--- src/rtl/mips_ctrl_pkg.sv ---
// Shared encodings for the multi-cycle MIPS control unit: FSM states,
// instruction fields, ALU function codes and datapath mux selects.
package mips_ctrl_pkg;

    localparam int STATE_BITS = 4;
    localparam int ALU_BITS   = 4;

    typedef enum logic [STATE_BITS-1:0] {
        S_FETCH  = 4'd0,
        S_DECODE = 4'd1,
        S_MEMADR = 4'd2,
        S_MEMRD  = 4'd3,
        S_MEMWB  = 4'd4,
        S_MEMWR  = 4'd5,
        S_EXEC_R = 4'd6,
        S_RWB    = 4'd7,
        S_EXEC_I = 4'd8,
        S_IWB    = 4'd9,
        S_BRANCH = 4'd10,
        S_JUMP   = 4'd11,
        S_JAL    = 4'd12,
        S_JR     = 4'd13
    } state_t;

    // Opcodes (IR[31:26])
    localparam logic [5:0] OP_RTYPE = 6'h00;
    localparam logic [5:0] OP_J     = 6'h02;
    localparam logic [5:0] OP_JAL   = 6'h03;
    localparam logic [5:0] OP_BEQ   = 6'h04;
    localparam logic [5:0] OP_ADDI  = 6'h08;
    localparam logic [5:0] OP_ADDIU = 6'h09;
    localparam logic [5:0] OP_SLTI  = 6'h0A;
    localparam logic [5:0] OP_ORI   = 6'h0D;
    localparam logic [5:0] OP_LUI   = 6'h0F;
    localparam logic [5:0] OP_LW    = 6'h23;
    localparam logic [5:0] OP_SW    = 6'h2B;

    // R-type function codes (IR[5:0])
    localparam logic [5:0] FN_SLL  = 6'h00;
    localparam logic [5:0] FN_JR   = 6'h08;
    localparam logic [5:0] FN_ADDU = 6'h21;
    localparam logic [5:0] FN_SUBU = 6'h23;
    localparam logic [5:0] FN_AND  = 6'h24;
    localparam logic [5:0] FN_OR   = 6'h25;
    localparam logic [5:0] FN_SLT  = 6'h2A;

    // ALU function codes; ADD is zero so idle states present a harmless add
    localparam logic [ALU_BITS-1:0] ALU_ADD = 4'd0;
    localparam logic [ALU_BITS-1:0] ALU_SUB = 4'd1;
    localparam logic [ALU_BITS-1:0] ALU_AND = 4'd2;
    localparam logic [ALU_BITS-1:0] ALU_OR  = 4'd3;
    localparam logic [ALU_BITS-1:0] ALU_SLT = 4'd4;
    localparam logic [ALU_BITS-1:0] ALU_SLL = 4'd5;
    localparam logic [ALU_BITS-1:0] ALU_LUI = 4'd6;

    // Register-file destination select
    localparam logic [1:0] REG_DST_RT = 2'd0;
    localparam logic [1:0] REG_DST_RD = 2'd1;
    localparam logic [1:0] REG_DST_RA = 2'd2;

    // Register-file write-data select
    localparam logic [1:0] WD_ALUOUT = 2'd0;
    localparam logic [1:0] WD_MDR    = 2'd1;
    localparam logic [1:0] WD_PC     = 2'd2;

    // ALU operand B select
    localparam logic [1:0] SRCB_B       = 2'd0;
    localparam logic [1:0] SRCB_FOUR    = 2'd1;
    localparam logic [1:0] SRCB_IMM     = 2'd2;
    localparam logic [1:0] SRCB_IMM_SH2 = 2'd3;

    // Next-PC source select
    localparam logic [1:0] PC_SRC_ALU    = 2'd0;
    localparam logic [1:0] PC_SRC_ALUOUT = 2'd1;
    localparam logic [1:0] PC_SRC_JUMP   = 2'd2;
    localparam logic [1:0] PC_SRC_REG    = 2'd3;

    // Immediate extension mode
    localparam logic [1:0] EXT_ZERO = 2'd0;
    localparam logic [1:0] EXT_SIGN = 2'd1;
    localparam logic [1:0] EXT_LUI  = 2'd2;

    // R-type functions that go through EXEC_R (jr has its own state)
    function automatic logic is_rtype_alu_funct(input logic [5:0] funct);
        case (funct)
            FN_ADDU, FN_SUBU, FN_AND, FN_OR, FN_SLT, FN_SLL: return 1'b1;
            default:                                         return 1'b0;
        endcase
    endfunction

endpackage

--- src/rtl/mc_alu_dec.sv ---
// ALU/extender decode for the execute states: R-type uses funct,
// I-type ALU instructions use the opcode.
module mc_alu_dec
    import mips_ctrl_pkg::*;
(
    input  logic [5:0]          opcode,
    input  logic [5:0]          funct,
    output logic [ALU_BITS-1:0] alu_op,
    output logic [1:0]          ext_op
);

    // Pure combinational decode; unknown codes fall back to add/sign-extend
    always_comb begin
        alu_op = ALU_ADD;
        ext_op = EXT_SIGN;
        if (opcode == OP_RTYPE) begin
            case (funct)
                FN_ADDU: alu_op = ALU_ADD;
                FN_SUBU: alu_op = ALU_SUB;
                FN_AND:  alu_op = ALU_AND;
                FN_OR:   alu_op = ALU_OR;
                FN_SLT:  alu_op = ALU_SLT;
                FN_SLL:  alu_op = ALU_SLL;
                default: alu_op = ALU_ADD;
            endcase
        end else begin
            case (opcode)
                OP_ORI: begin
                    alu_op = ALU_OR;
                    ext_op = EXT_ZERO;
                end
                OP_LUI: begin
                    alu_op = ALU_LUI;
                    ext_op = EXT_LUI;
                end
                OP_SLTI: alu_op = ALU_SLT;
                default: alu_op = ALU_ADD;
            endcase
        end
    end

endmodule

--- src/rtl/mc_ctrl_fsm.sv ---
// Multi-cycle MIPS control unit: Moore FSM stepping each instruction
// through fetch, decode, execute, memory and write-back.
module mc_ctrl_fsm
    import mips_ctrl_pkg::*;
#(
    parameter int ALU_W = 4,
    parameter int ST_W  = 4
) (
    input  logic             clock,
    input  logic             rst,
    input  logic [5:0]       opcode,
    input  logic [5:0]       funct,
    input  logic             zero,
    output logic             pc_wr,
    output logic             pc_wr_cond,
    output logic             ir_wr,
    output logic             reg_wr,
    output logic             mem_wr,
    output logic [1:0]       reg_dst,
    output logic [1:0]       wd_sel,
    output logic             alu_src_a,
    output logic [1:0]       alu_src_b,
    output logic [1:0]       ext_op,
    output logic [ALU_W-1:0] alu_op,
    output logic [1:0]       pc_src,
    output logic             illegal,
    output logic [ST_W-1:0]  dbg_state
);

    state_t              state_reg;
    state_t              state_next;
    logic [ALU_BITS-1:0] alu_code;
    logic [ALU_BITS-1:0] dec_alu_op;
    logic [1:0]          dec_ext_op;
    logic                unused_zero;

    // The branch decision is made by the datapath gating pc_wr_cond with
    // zero, so the FSM itself never needs the flag.
    assign unused_zero = zero;

    mc_alu_dec u_alu_dec (
        .opcode (opcode),
        .funct  (funct),
        .alu_op (dec_alu_op),
        .ext_op (dec_ext_op)
    );

    assign alu_op    = ALU_W'(alu_code);
    assign dbg_state = ST_W'(state_reg);

    // State register; reset abandons any instruction in flight
    always_ff @(posedge clock or posedge rst) begin
        if (rst) begin
            state_reg <= S_FETCH;
        end else begin
            state_reg <= state_next;
        end
    end

    // Next-state and per-state datapath controls
    always_comb begin
        state_next = S_FETCH;
        pc_wr      = 1'b0;
        pc_wr_cond = 1'b0;
        ir_wr      = 1'b0;
        reg_wr     = 1'b0;
        mem_wr     = 1'b0;
        reg_dst    = REG_DST_RT;
        wd_sel     = WD_ALUOUT;
        alu_src_a  = 1'b0;
        alu_src_b  = SRCB_B;
        ext_op     = EXT_ZERO;
        alu_code   = ALU_ADD;
        pc_src     = PC_SRC_ALU;
        illegal    = 1'b0;

        case (state_reg)
            S_FETCH: begin
                ir_wr      = 1'b1;
                pc_wr      = 1'b1;
                alu_src_b  = SRCB_FOUR;
                state_next = S_DECODE;
            end
            S_DECODE: begin
                // ALUOut <= PC+4 + (sext(imm) << 2): branch target ready for BRANCH
                alu_src_b = SRCB_IMM_SH2;
                ext_op    = EXT_SIGN;
                case (opcode)
                    OP_LW, OP_SW: state_next = S_MEMADR;
                    OP_RTYPE: begin
                        if (funct == FN_JR) begin
                            state_next = S_JR;
                        end else if (is_rtype_alu_funct(funct)) begin
                            state_next = S_EXEC_R;
                        end else begin
                            illegal = 1'b1;
                        end
                    end
                    OP_BEQ: state_next = S_BRANCH;
                    OP_ADDI, OP_ADDIU, OP_ORI, OP_LUI, OP_SLTI: state_next = S_EXEC_I;
                    OP_J:   state_next = S_JUMP;
                    OP_JAL: state_next = S_JAL;
                    default: illegal = 1'b1;
                endcase
            end
            S_MEMADR: begin
                alu_src_a = 1'b1;
                alu_src_b = SRCB_IMM;
                ext_op    = EXT_SIGN;
                if (opcode == OP_LW) begin
                    state_next = S_MEMRD;
                end else if (opcode == OP_SW) begin
                    state_next = S_MEMWR;
                end
            end
            S_MEMRD: begin
                state_next = S_MEMWB;
            end
            S_MEMWB: begin
                reg_wr  = 1'b1;
                reg_dst = REG_DST_RT;
                wd_sel  = WD_MDR;
            end
            S_MEMWR: begin
                mem_wr = 1'b1;
            end
            S_EXEC_R: begin
                alu_src_a  = 1'b1;
                alu_src_b  = SRCB_B;
                alu_code   = dec_alu_op;
                state_next = S_RWB;
            end
            S_RWB: begin
                reg_wr  = 1'b1;
                reg_dst = REG_DST_RD;
                wd_sel  = WD_ALUOUT;
            end
            S_EXEC_I: begin
                alu_src_a  = 1'b1;
                alu_src_b  = SRCB_IMM;
                ext_op     = dec_ext_op;
                alu_code   = dec_alu_op;
                state_next = S_IWB;
            end
            S_IWB: begin
                reg_wr  = 1'b1;
                reg_dst = REG_DST_RT;
                wd_sel  = WD_ALUOUT;
            end
            S_BRANCH: begin
                alu_src_a  = 1'b1;
                alu_src_b  = SRCB_B;
                alu_code   = ALU_SUB;
                pc_wr_cond = 1'b1;
                pc_src     = PC_SRC_ALUOUT;
            end
            S_JUMP: begin
                pc_wr  = 1'b1;
                pc_src = PC_SRC_JUMP;
            end
            S_JAL: begin
                // PC already holds PC+4 from FETCH, so it is the link value
                pc_wr   = 1'b1;
                pc_src  = PC_SRC_JUMP;
                reg_wr  = 1'b1;
                reg_dst = REG_DST_RA;
                wd_sel  = WD_PC;
            end
            S_JR: begin
                pc_wr  = 1'b1;
                pc_src = PC_SRC_REG;
            end
            default: state_next = S_FETCH;
        endcase
    end

endmodule

--- config.mk ---
export PLATFORM = sky130hd
export DESIGN_NAME = mc_ctrl_fsm
export DESIGN_NICKNAME = d
export VERILOG_FILES = /design/src/rtl/mips_ctrl_pkg.sv /design/src/rtl/mc_alu_dec.sv /design/src/rtl/mc_ctrl_fsm.sv
export SDC_FILE = /design/constraint.sdc
export NUM_CORES = 1
export LEC_CHECK = 0
export BUFFER_PORTS_ARGS = -buffer_cell sky130_fd_sc_hd__buf_2
export CAP_MARGIN = 30
export CORE_MARGIN = 2
export CORE_UTILIZATION = 45
export CTS_BUF_LIST = sky130_fd_sc_hd__clkbuf_4 sky130_fd_sc_hd__clkbuf_8 sky130_fd_sc_hd__clkbuf_16
export DETAILED_ROUTE_END_ITERATION = 8
export GPL_ROUTABILITY_DRIVEN = 0
export PLACE_DENSITY = 0.76
export SLEW_MARGIN = 0
export SYNTH_ARGS = -nofsm -noshare
export SYNTH_HDL_FRONTEND = slang
export SYNTH_HIERARCHICAL = 1
export SYNTH_SLANG_ARGS = --single-unit
--- constraint.sdc ---
create_clock -name clock -period 4 [get_ports clock]
set_input_delay 0.4 -clock clock [delete_from_list [all_inputs] [get_ports clock]]
set_output_delay 0.4 -clock clock [all_outputs]
set_load 0.02 [all_outputs]
==> metrics.txt <==
hold_ws 0.0146 ns; Slew Limit Headroom 0.632; PostCTS Resize Cnt 0; FF+latch count, synth 4; post-synthesis async set-or-reset flop share 1.00; DRT iter0 DRCs 29; DRC 0; max reg flops 4; crit-path max FO 18; WP data arrival ~1.8 ns; worst r2r dst dbg_state[0]; Sw Share 0.529; Setup Skew 0.0110 ns; CTS max path bufs 2; initial core utilization 0.476; syn nets 148; Peak supply drop 0.222 mV; vias per cell 5.77; Distinct cells, synth 49; postcts setup bufs 0; Post-CTS Hold Buffers 0; Comb pwr share 0.622; Area after DPL about 1100 sq um; grt met1 use 0.267; CTS tree done; Die Footprint 2430 sq um; Port Buffers 37; dominant cells by area after synthesis dfrtp_1, nor2_1, mux2i_1; GRT Total Usage 0.209; WL per Instance 12.9 um; Synth Instances roughly 130; fin crit share 0.557; clock latency on the worst-skew pair around 0.25 ns; part of the power in registers 0.222; leading area contributor after synthesis dfrtp_1; Num CTS Buffers 3; Tot Pwr roughly 340 uW; Slew Viols, Final 0; endpoint type of the worst setup path output port; Synth Area per Inst just under 7 sq um; Post-synth EDFFs 0; Worst Hold Class input port to asynchronous set/reset pin; worst path required time 3.60 ns; crit path launch type flop; initial antenna violation count 0; GRT Residual Overflow 0; pin count of the biggest net entering global routing 20; layout cells sized above 1 0.302; Hold Vio Cnt, Final 0; CTS root buffer clkbuf_4; global-route wire length before repair 4130 um; static leakage 0.546 nW; worst reg2reg path startpoint dbg_state[0]; status finished clean; number of max-cap violations 0; Pre-antenna DRT Iters 4; Clock H-tree levels 1; Switch Pwr 180 uW; PwrDens 308 nW/um^2; post-route ant nets 0; worst slew pin tran 0.552 ns; share of the synthesized area in the top cell type 0.108; CP Class flop to output port; final wirelength approximately 2400 um; Die Ht approximately 49 um; Peak Freq 449 MHz; vias in the first global route 951; setup violators final 0; Post-Syn Area 925 sq um; GR Util met2 0.342; Row Count 16; post-synthesis sequential area ratio 0.108; Area Growth Syn to Fin 19.6%; Die W 49.3 um; ys flop type dfrtp_1; Worst R2R Path Depth 4; Ant. Diodes 0; internal power between 150 and 200 uW; Tmin final 2.23 ns; core area 1940 sq um; hpwl dp 1790 um; final instance area 1110 sq um; gr busiest metal met2; nets between 150 and 200; global routing met3 resource utilization 0.0245; Clock Pin Slew Worst Setup and Hold Paths 0.04 ns; IO Pins 40; RSZ-0062 raised after global routing no; power share of the clock group 0.156; clock sink count 4; YS warnings 6; r2r setup slk roughly 2.3 ns; vias 1091; Setup TNS Final 0 ns
## Yosys cell counts, types with 2 or more instances
cell,n
and4b_1,2
o31ai_2,2
and2_1,6
buf_4,2
and3_1,3
o21a_1,2
nor3_1,8
xnor2_1,2
clkbuf_1,4
nor3b_1,2
o31ai_1,3
nor4_1,3
nand3_1,3
nand2_1,5
inv_1,5
buf_2,3
mux2i_1,4
a21oi_1,7
o41ai_1,2
nand2b_1,6
o21ai_0,5
a211o_1,2
nor2b_1,4
nor2_1,19
a31oi_1,2
dfrtp_1,4
## layout make-up
cell class                      instances  area (sq um)
Tap cell                               27          33.8
Timing Repair Buffer                   37           185
Fill cell                             215           836
Clock buffer                            3          22.5
Sequential cell                         4           100
Inverter                                5          18.8
Multi-Input combinational cell        113           746
## worst max-delay path: stages (launching register included)
cell and delay, ns:
dfrtp_1 0.55, nand2b_1 0.30, mux2i_1 0.16, nor2b_1 0.25, and2_1 0.16, buf_2 0.15
## cell usage in the layout, fill, tap and decap left out, types with 3 or more instances in the layout
cell type and count:
and3_1 3, o21ai_0 5, nor2b_1 4, inv_1 5
nor3_1 8, nand3_1 3, mux2i_1 4, nand2_1 5
o31ai_1 3, nand2b_1 6, clkbuf_4 3, buf_2 37
dfrtp_1 4, nor4_1 3, and2_1 6, nor2_1 19
a21oi_1 7
## worst max path at each step
stage                      start   endpoint  depth (start not counted)
CTS                 dbg_state[3]  alu_op[2]                          5
global route        dbg_state[3]  alu_op[1]                          5
global placement        funct[1]    illegal                          6
finish              dbg_state[3]  alu_op[2]                          5
floorplan           dbg_state[2]      pc_wr                          3
detailed placement      funct[1]    illegal                          6
## power groups by stage
| stage | Combinational (mW) | Clock (mW) | Sequential, mW |
|---|---|---|---|
| 2_1_floorplan | 0.154 | 0 | 0.0669 |
| 3_3_place_gp | 0.208 | 0 | 0.0757 |
| 6_report | 0.212 | 0.0532 | 0.0757 |
| 4_1_cts | 0.212 | 0.0545 | 0.0749 |
| 5_1_grt | 0.230 | 0.0585 | 0.0797 |
| 3_5_place_dp | 0.212 | 0 | 0.0755 |
## cell families after synthesis
| kind of cell | share of synthesized area |
|---|---|
| AND/OR/NAND/NOR | 0.472 |
| other | 0.00406 |
| flip-flops | 0.108 |
| XOR/XNOR | 0.0189 |
| buffers and inverters | 0.0852 |
| multiplexers | 0.0433 |
| AO/OA/AOI/OAI | 0.268 |
## per-layer routing
metal | vias up | wire (um)
met1 | 507 | 1120
met3 | 3 | 106
met2 | 30 | 1190
met4 | 0 | 24
met5 | - | 0
li1 | 551 | -
## metrics by stage
step | util | cells | setup WS [ns]
final | 0.570 | 189 | 1.77
after global routing | 0.570 | 189 | 1.60
after CTS | 0.570 | 189 | 1.77
after detailed placement | 0.558 | 186 | 1.82
after global placement | 0.558 | 186 | 1.83
after floorplan | - | 133 | 1.87
Note: power is estimated with default switching activity, not from simulation.
